### config.mk
export PLATFORM = sky130hd
export DESIGN_NAME = dc_video_source
export DESIGN_NICKNAME = d
export VERILOG_FILES = /design/src/rtl/dc_video_source.sv
export SDC_FILE = /design/constraint.sdc
export NUM_CORES = 1
export LEC_CHECK = 0
export BUFFER_PORTS_ARGS = -buffer_cell sky130_fd_sc_hd__buf_4
export CORE_MARGIN = 2
export CORE_UTILIZATION = 50
export CTS_BUF_LIST = sky130_fd_sc_hd__clkbuf_8 sky130_fd_sc_hd__clkbuf_16
export DETAILED_ROUTE_END_ITERATION = 8
export HOLD_SLACK_MARGIN = 0.15
export PLACE_DENSITY = 0.67
export SYNTH_ARGS = -nofsm -noshare
export SYNTH_HDL_FRONTEND = slang
export SYNTH_SLANG_ARGS = --single-unit
### constraint.sdc
create_clock -name clock -period 3.5 [get_ports clock]
set_clock_uncertainty 0.15 [all_clocks]
set_input_delay 0.7 -clock clock [delete_from_list [all_inputs] [get_ports clock]]
set_output_delay 0.7 -clock clock [all_outputs]
set_load 0.01 [all_outputs]
### src/rtl/dc_video_source.sv
// Dreamcast-style 12-bit multiplexed RGB video generator with active-low syncs.
// Two bus clocks per pixel; all outputs registered one clock behind the position counters.
module dc_video_source #(
    parameter int H_TOTAL      = 858,
    parameter int H_ACTIVE     = 640,
    parameter int H_SYNC_START = 700,
    parameter int H_SYNC_WIDTH = 62,
    parameter int V_TOTAL      = 525,
    parameter int V_ACTIVE     = 480,
    parameter int V_SYNC_START = 490,
    parameter int V_SYNC_WIDTH = 6
) (
    input  logic        clock,
    input  logic        reset,
    input  logic        enable,
    input  logic [1:0]  pattern,
    input  logic [23:0] fixed_rgb,
    output logic [11:0] data,
    output logic        hsync_n,
    output logic        vsync_n,
    output logic        phase,
    output logic [11:0] counterX,
    output logic [11:0] counterY,
    output logic        frame_start
);

    localparam logic [12:0] H_ACT_13 = 13'(H_ACTIVE);
    localparam logic [12:0] V_ACT_13 = 13'(V_ACTIVE);
    localparam logic [12:0] HS_LO_13 = 13'(H_SYNC_START);
    localparam logic [12:0] HS_HI_13 = 13'(H_SYNC_START + H_SYNC_WIDTH);
    localparam logic [12:0] VS_LO_13 = 13'(V_SYNC_START);
    localparam logic [12:0] VS_HI_13 = 13'(V_SYNC_START + V_SYNC_WIDTH);
    localparam logic [11:0] PX_LAST  = 12'(H_TOTAL - 1);
    localparam logic [11:0] PY_LAST  = 12'(V_TOTAL - 1);

    logic [11:0] px_r;
    logic [11:0] py_r;
    logic        ph_r;
    logic [1:0]  pat_r;
    logic [23:0] rgb_r;

    logic        at_origin_s;
    logic [1:0]  pat_s;
    logic [23:0] rgb_s;
    logic        active_s;
    logic [23:0] pixel_s;
    logic [11:0] data_s;
    logic        hsync_n_s;
    logic        vsync_n_s;

    // Pattern generator for one active pixel; bar colour bits are the inverted bar index bits.
    function automatic logic [23:0] pixel_f(input logic [1:0] pat, input logic [23:0] rgb,
                                            input logic [9:0] x, input logic [3:0] y);
        logic [2:0]  bar;
        logic [23:0] pix;
        bar = 3'(x / 10'd80);
        pix = 24'h000000;
        case (pat)
            2'd0: pix = rgb;
            2'd1: pix = {{8{~bar[1]}}, {8{~bar[2]}}, {8{~bar[0]}}};
            2'd2: pix = {x[7:0], x[7:0], x[7:0]};
            2'd3: pix = ((x[3:0] == 4'd0) || (y == 4'd0)) ? 24'hFFFFFF : 24'h000000;
            default: pix = 24'h000000;
        endcase
        return pix;
    endfunction

    // Pixel, multiplex and sync decode for the current position; new config applies from (0,0) itself.
    always_comb begin
        at_origin_s = (px_r == 12'd0) && (py_r == 12'd0) && !ph_r;
        pat_s       = at_origin_s ? pattern : pat_r;
        rgb_s       = at_origin_s ? fixed_rgb : rgb_r;
        active_s    = ({1'b0, px_r} < H_ACT_13) && ({1'b0, py_r} < V_ACT_13);
        if (active_s) begin
            pixel_s = pixel_f(pat_s, rgb_s, px_r[9:0], py_r[3:0]);
        end else begin
            pixel_s = 24'h000000;
        end
        data_s    = ph_r ? pixel_s[11:0] : pixel_s[23:12];
        hsync_n_s = !(({1'b0, px_r} >= HS_LO_13) && ({1'b0, px_r} < HS_HI_13));
        vsync_n_s = !(({1'b0, py_r} >= VS_LO_13) && ({1'b0, py_r} < VS_HI_13));
    end

    // Position counters: half-pixel phase, then pixel, then line.
    always_ff @(posedge clock or negedge reset) begin
        if (!reset) begin
            px_r <= 12'd0;
            py_r <= 12'd0;
            ph_r <= 1'b0;
        end else if (enable) begin
            ph_r <= ~ph_r;
            if (ph_r) begin
                if (px_r == PX_LAST) begin
                    px_r <= 12'd0;
                    py_r <= (py_r == PY_LAST) ? 12'd0 : py_r + 12'd1;
                end else begin
                    px_r <= px_r + 12'd1;
                end
            end
        end
    end

    // Shadow configuration, refreshed only at the top of a frame.
    always_ff @(posedge clock or negedge reset) begin
        if (!reset) begin
            pat_r <= 2'd0;
            rgb_r <= 24'h000000;
        end else if (enable && at_origin_s) begin
            pat_r <= pattern;
            rgb_r <= fixed_rgb;
        end
    end

    // Output registers; frame_start stays a single-clock pulse even across a freeze.
    always_ff @(posedge clock or negedge reset) begin
        if (!reset) begin
            data        <= 12'h000;
            hsync_n     <= 1'b1;
            vsync_n     <= 1'b1;
            phase       <= 1'b0;
            counterX    <= 12'd0;
            counterY    <= 12'd0;
            frame_start <= 1'b0;
        end else if (enable) begin
            data        <= data_s;
            hsync_n     <= hsync_n_s;
            vsync_n     <= vsync_n_s;
            phase       <= ph_r;
            counterX    <= px_r;
            counterY    <= py_r;
            frame_start <= at_origin_s;
        end else begin
            frame_start <= 1'b0;
        end
    end

endmodule

==> metrics, run 1 <==
outcome=finished clean; final WL=13400 um; area grow syn2layout=18.0%; vias per inst=6.07; leak pwr=2.77 nW; CTS clk-pin slew, worst paths=0.09 ns; PD cells=492 nW/um^2; total number of vias=4302; Flop pwr share=43.1%; first-pass detailed-route iteration total=5; max-cap violations=0; Synth Instances=505; core region area=9770 um^2; met3 GRT Util=5.83%; Clock Power Share=23.2%; gpl congestion=0.903; multiplexer area fraction after synthesis=12.7%; worst setup path startpoint=px_r[1]$_DFFE_PN0P_; clk root buf=clkbuf_8; DP Area=5750 um^2; crit start category=flip-flop; Net Sw Frac=35.2%; Worst Setup EP=data[7]$_DFFE_PN0P_; r2r endpoint=data[7]$_DFFE_PN0P_; Total Power=2.92 mW; Syn Area/Cell=9.96 um^2; nets=605; largest cells by area after synthesis=dfrtp_1, mux2_2, o21ai_0, nand2_1, a21oi_1; Yosys cell types=64; DR WL/cell=18.9 um; CTS tree=built; area share of fa/ha/maj cells after synthesis=1.24%; Peak Freq=0.309 GHz; Initial Utilization=51.5%; remaining global-route overflow=0; Yosys warnings=0; Critical Path RT=3.62 ns; TritonCTS Buffers=9; leading area contributor after synthesis=dfrtp_1; GR Util met2=40.8%; row count=36; Post-Synth XOR/XNOR Area=2.61%; maximum VDD drop=0.000332 V; diodes inserted=0; layout cells sized above 1=30.0%; largest net degree at the start of global routing=47; main combinational cell family by area after synthesis=simple AND/OR/NAND/NOR gates; initial antenna violation count=0; Core Util, Final=60.7%; # setup viols final=0; Worst Path Max Fanout=8; crit end category=flip-flop; H-tree levels=3; Ports=69; Post-Synth Simple-Gate Area=17.9%; Filler Cells Inserted=839; PortBufs=68; Post-CTS Hold Buffers=0; hold slack=0.159 ns; Worst R2R Path Depth=8; CP Data Arrival Time=3.36 ns; hpwl dp=9710 um; clk sinks=91; Longest Clk Path Bufs=2; Post-synth EDFFs=0; share of the synthesized area in the top cell type=44.3%; first-pass GRT wire length=22200 um; Reg-to-Reg Start=px_r[1]$_DFFE_PN0P_; Hold Fails Final Rpt=0; worst skew pair latency=0.38 ns; GRT Overall Usage=25.8%; async set-or-reset flop fraction in the synthesized netlist=100%; Iter 0 DRT Violations=267; Main synth FF type=dfrtp_1; Compound-Gate Fraction of Synth Area=16.5%; fin. max-slew vios=0; # DRC=0; sequential cell area fraction in the yosys report=45.3%; min Tclk post-route=3.24 ns; unrepaired setup endpoints after global routing=no; number of global-route vias before repair=4221; GRT Max-Usage Layer=met2; Hold Crit Class=in2async; switching power=1.03 mW; Slew HR=52.9%; ANT nets after route=0; kind of critical path=reg2reg; sum of negative setup slack=0 ns; post-route cell area=5930 um^2; worst slew pin tran=0.707 ns; area of the die=10900 um^2; final clock period utilization by the worst path=92.5%; Vert. Die Dim=104 um; number of synthesized register bits=91; Cell Area, Synth=5030 um^2; worst reg-to-reg setup slack=0.26 ns; GRT met1 Usage=34.5%; Int Pwr=1.89 mW; Die W=104 um; postcts setup bufs=0; combinational power share=33.7%; Synth Net Count=539
## synth_stat cells (all sizes together) (4+ instances only)
cell type	n
nor2b	8
mux2	54
nand3	21
a31oi	14
xnor2	9
and3	6
buf	4
or3	4
nor2	21
o21ai	36
nor4	7
a21oi	25
ha	5
o31ai	4
or4	5
nand2	35
dfrtp	89
a311oi	6
xor2	6
nor3	18
clkbuf	31
a22o	5
a21o	6
nand2b	5
nand4	11
inv	14
## cell families after synthesis
kind of cell	count (synthesis)
adder cells (fa/ha/maj)	5
buffers and inverters	49
AND/OR/NAND/NOR	161
multiplexers	57
flip-flops	91
XOR/XNOR	15
AO/OA/AOI/OAI	127
## power groups by stage
| stage | logic [mW] | clock network, mW | registers, mW |
|---|---|---|---|
| 6_report | 0.982 | 0.678 | 1.26 |
| 5_1_grt | 1.07 | 0.746 | 1.28 |
| 4_1_cts | 0.980 | 0.706 | 1.26 |
| 3_5_place_dp | 0.972 | 0 | 1.28 |
| 3_3_place_gp | 0.966 | 0 | 1.27 |
| 2_1_floorplan | 0.496 | 0 | 1.32 |
## worst min path at each step
stage,startpoint,end,slack [ns],cells after the start
2_1_floorplan,reset,counterX[0]$_DFFE_PN0P_,0.25,0
3_3_place_gp,phase$_DFFE_PN0P_,phase$_DFFE_PN0P_,0.32,1
3_5_place_dp,rgb_r[8]$_DFFE_PN0P_,rgb_r[8]$_DFFE_PN0P_,0.34,1
4_1_cts,reset,rgb_r[22]$_DFFE_PN0P_,0.17,1
5_1_grt,reset,rgb_r[8]$_DFFE_PN0P_,0.20,1
6_report,reset,rgb_r[22]$_DFFE_PN0P_,0.16,1
## metal layers
layer,wire (um),vias to the layer above,part of all wire [%]
li1,-,2007,-
met1,5980,2107,45
met2,6310,158,47
met3,767,30,5.7
met4,314,0,2.3
met5,0,-,0
## metrics by stage
| step | worst slack (ns) | std cells |
|---|---|---|
| 6_report | 0.264 | 709 |
| 5_1_grt | 0.0618 | 709 |
| 4_1_cts | 0.216 | 709 |
| 3_5_place_dp | 0.299 | 693 |
| 3_3_place_gp | 0.399 | 693 |
| 2_1_floorplan | 0.502 | 505 |
## registers in the layout, summed over array words and instances, names as in the netlist, 2 cells and up
name	cells
px_r	12
rgb_r	24
counterY	12
py_r	12
pat_r	2
data	12
counterX	12
## worst max-delay path: stages, from the launching register on
cell and delay [ns]:
dfrtp_1 0.39, inv_1 0.12, ha_1 0.16, or3b_1 0.50, nor4b_4 0.47, nand2_2 0.17, a311o_1 0.41, or4_1 0.56
a22o_1 0.19
## area by class of cell
type | instances | area (um^2) | share of cell area, %
Timing Repair Buffer | 90 | 688 | 11.6
Tap cell | 133 | 166 | 2.80
Inverter | 14 | 52.6 | 0.886
Sequential cell | 91 | 2280 | 38.4
Clock buffer | 10 | 138 | 2.32
Clock inverter | 6 | 47.5 | 0.801
Multi-Input combinational cell | 365 | 2560 | 43.2
## layout by cell type (no fill, tap or decap), types with 14 or more instances in the layout
cell and count:
buf_4 89, inv_1 14, nor3_1 17, a21oi_1 25, nand2_1 34, mux2_2 54, a31oi_1 14, nand3_1 21
dfrtp_1 89, nor2_1 21, o21ai_0 34
## what timing repair did
action / CTS / global route
endpoints found under the setup margin: 0 / 1
hold endpoints to repair: 0 / 0
resized for setup: 0 / 1
(Power assumes the default switching activity.)
==> inputs of run 2 (changes only) <==
==> constraint.sdc (replaced) <==
create_clock -name clock -period 3.4 [get_ports clock]
set_clock_uncertainty 0.15 [all_clocks]
set_input_delay 0.68 -clock clock [delete_from_list [all_inputs] [get_ports clock]]
set_output_delay 0.68 -clock clock [all_outputs]
set_load 0.01 [all_outputs]
==> run 2 against run 1 <==
  * First-iteration DRC count shrank 5.6%
  * Sequential share of layout area shrank 0.26 points
  * Worst setup slack lost 0.046 ns
  * Global-route usage grew 0.43 points
  * Non-clock buffer count grew 3
  * Via count is essentially flat
  * Sequential power grew 4%
==> metrics, run 2 (same netlist as run 1, synthesis figures left out) <==
first-pass GRT wire length=22600 um (+1.5%); area of the multi-input gates=2560 um^2 (unchanged); H-tree levels=3 (unchanged); vias per inst=6.04 (-0.47%); WHS Path Cells=1; unrepaired setup endpoints after global routing=no; leak pwr=2.78 nW (+0.61%); gpl congestion=0.960 (+6.4%); clk root buf=clkbuf_8; most common cell after layout, fill and taps aside=buf_4; layout cells sized above 1=30.2% (+0.19 points); nets=608 (+0.50%); min Tclk post-route=3.18 ns (-0.0545 ns); Die W=104 um (unchanged); fin. max-slew vios=0 (unchanged); max reg flops=24 (unchanged); # setup viols final=0 (unchanged); Reg-to-Reg Start=px_r[1]$_DFFE_PN0P_; Worst R2R Path Depth=8 (unchanged); Hold Fails Final Rpt=0 (unchanged); Longest Clk Path Bufs=2 (unchanged); core region area=9770 um^2 (unchanged); number of global-route vias before repair=4343 (+2.9%); Vert. Die Dim=104 um (unchanged); max-cap violations=0 (unchanged); worst slew pin tran=0.758 ns (+0.0513 ns); Critical Path RT=3.54 ns (-0.08 ns); GR Util met2=40.2% (-0.56 points); Total Power=3.09 mW (+5.8%); DP Area=5760 um^2 (+0.26%); Hold EP=phase$_DFFE_PN0P_; GRT Overall Usage=26.3% (+0.43 points); initial antenna violation count=0 (unchanged); final WL=13700 um (+2.4%); r2r endpoint=data[7]$_DFFE_PN0P_; Storage cell area=2280 um^2 (unchanged); worst reg-to-reg setup slack=0.22 ns (-0.05 ns); area grow syn2layout=18.8%; most frequent cells in the layout=buf_4, dfrtp_1, mux2_2, o21ai_0, nand2_1; PD cells=517 nW/um^2 (+5.1%); row count=36 (unchanged); Iter 0 DRT Violations=252 (-5.6%); kind of critical path=reg2reg; Filler Cells Inserted=853 (+1.7%); crit end category=flip-flop; ANT nets after route=0 (unchanged); sum of negative setup slack=0 ns (unchanged); Largest Register=rgb_r; diodes inserted=0 (unchanged); worst skew pair latency=0.39 ns (about the same); post-route cell area=5970 um^2 (+0.67%); TritonCTS Buffers=9 (unchanged); met3 GRT Util=6.45% (+0.63 points); DR WL/cell=19.2 um (+1.9%); Ports=69 (unchanged); GRT met1 Usage=36.0% (+1.4 points); outcome=finished clean; Initial Utilization=51.5% (unchanged); final clock period utilization by the worst path=93.6% (+1.1 points); area of the die=10900 um^2 (unchanged); PortBufs=68 (unchanged); Slew HR=49.5% (-3.4 points); total number of vias=4300 (-0.046%); hpwl dp=9930 um (+2.2%); largest net degree at the start of global routing=49 (+4.3%); # DRC=0 (unchanged); clk sinks=91 (unchanged); remaining global-route overflow=0 (unchanged); Hold Crit Start=phase$_DFFE_PN0P_; Peak Freq=0.314 GHz (+1.7%); CTS clk-pin slew, worst paths=0.10 ns (about the same); crit start category=flip-flop; GRT Max-Usage Layer=met2; Worst Path Max Fanout=9 (+1); first-pass detailed-route iteration total=5 (unchanged); maximum VDD drop=0.000361 V (+8.7%); CTS tree=built; CP Data Arrival Time=3.33 ns (-0.03 ns); Hold Crit Class=reg2reg
## run 2: layer usage
metal  vias to the layer above  part of all wire, %  wire length [um]
met2                       172                   45              6210
li1                       2008                    -                 -
met4                         0                  2.5               348
met5                         -                    0                 0
met1                      2088                   47              6370
met3                        32                  5.6               768
## run 2: final cells by class
class | count | share of cell area [%]
flip-flops and latches | 91 | 38.2
clock buffers | 9 | 2.07
clock inverters | 7 | 1.28
repair buffers | 93 | 11.9
multi-input cells | 365 | 42.9
well taps | 133 | 2.79
inverters | 14 | 0.880
## run 2: worst max path at each step
stage	cells past startpoint	to	slack [ns]	startpoint
floorplan	9	data[7]$_DFFE_PN0P_	0.40	px_r[1]$_DFFE_PN0P_
global placement	8	data[7]$_DFFE_PN0P_	0.33	px_r[1]$_DFFE_PN0P_
detailed placement	8	data[7]$_DFFE_PN0P_	0.25	px_r[1]$_DFFE_PN0P_
CTS	8	data[7]$_DFFE_PN0P_	0.24	px_r[1]$_DFFE_PN0P_
global route	8	data[7]$_DFFE_PN0P_	0.07	px_r[0]$_DFFE_PN0P_
finish	8	data[7]$_DFFE_PN0P_	0.22	px_r[1]$_DFFE_PN0P_
## run 2: through the flow
step / instances / setup WS [ns] / util [%] / hold slack [ns]
6_report: 712 / 0.218 / 61.1 / 0.343
5_1_grt: 712 / 0.0703 / 61.1 / 0.356
2_1_floorplan: 505 / 0.402 / - / 0.234
3_3_place_gp: 695 / 0.327 / 59.0 / 0.319
3_5_place_dp: 695 / 0.255 / 59.0 / 0.328
4_1_cts: 712 / 0.244 / 61.1 / 0.348
## run 2: power by group
part	switching, mW	internal (mW)
combinational	0.563	0.443
clock	0.424	0.344
sequential	0.100	1.21
## run 2: repair_timing
action                                 CTS  global route
endpoints found under the hold margin   19             0
resized for setup                        0             0
hold buffers                             1             0
setup buffers                            0             0
## run 2: worst max-delay path, stage by stage, from the launching register on
cell	delay, ns
dfrtp_1	0.38
inv_1	0.12
ha_1	0.16
or3b_1	0.47
or3_1	0.56
o21ai_0	0.34
a32oi_1	0.19
or4_1	0.53
a22o_1	0.19
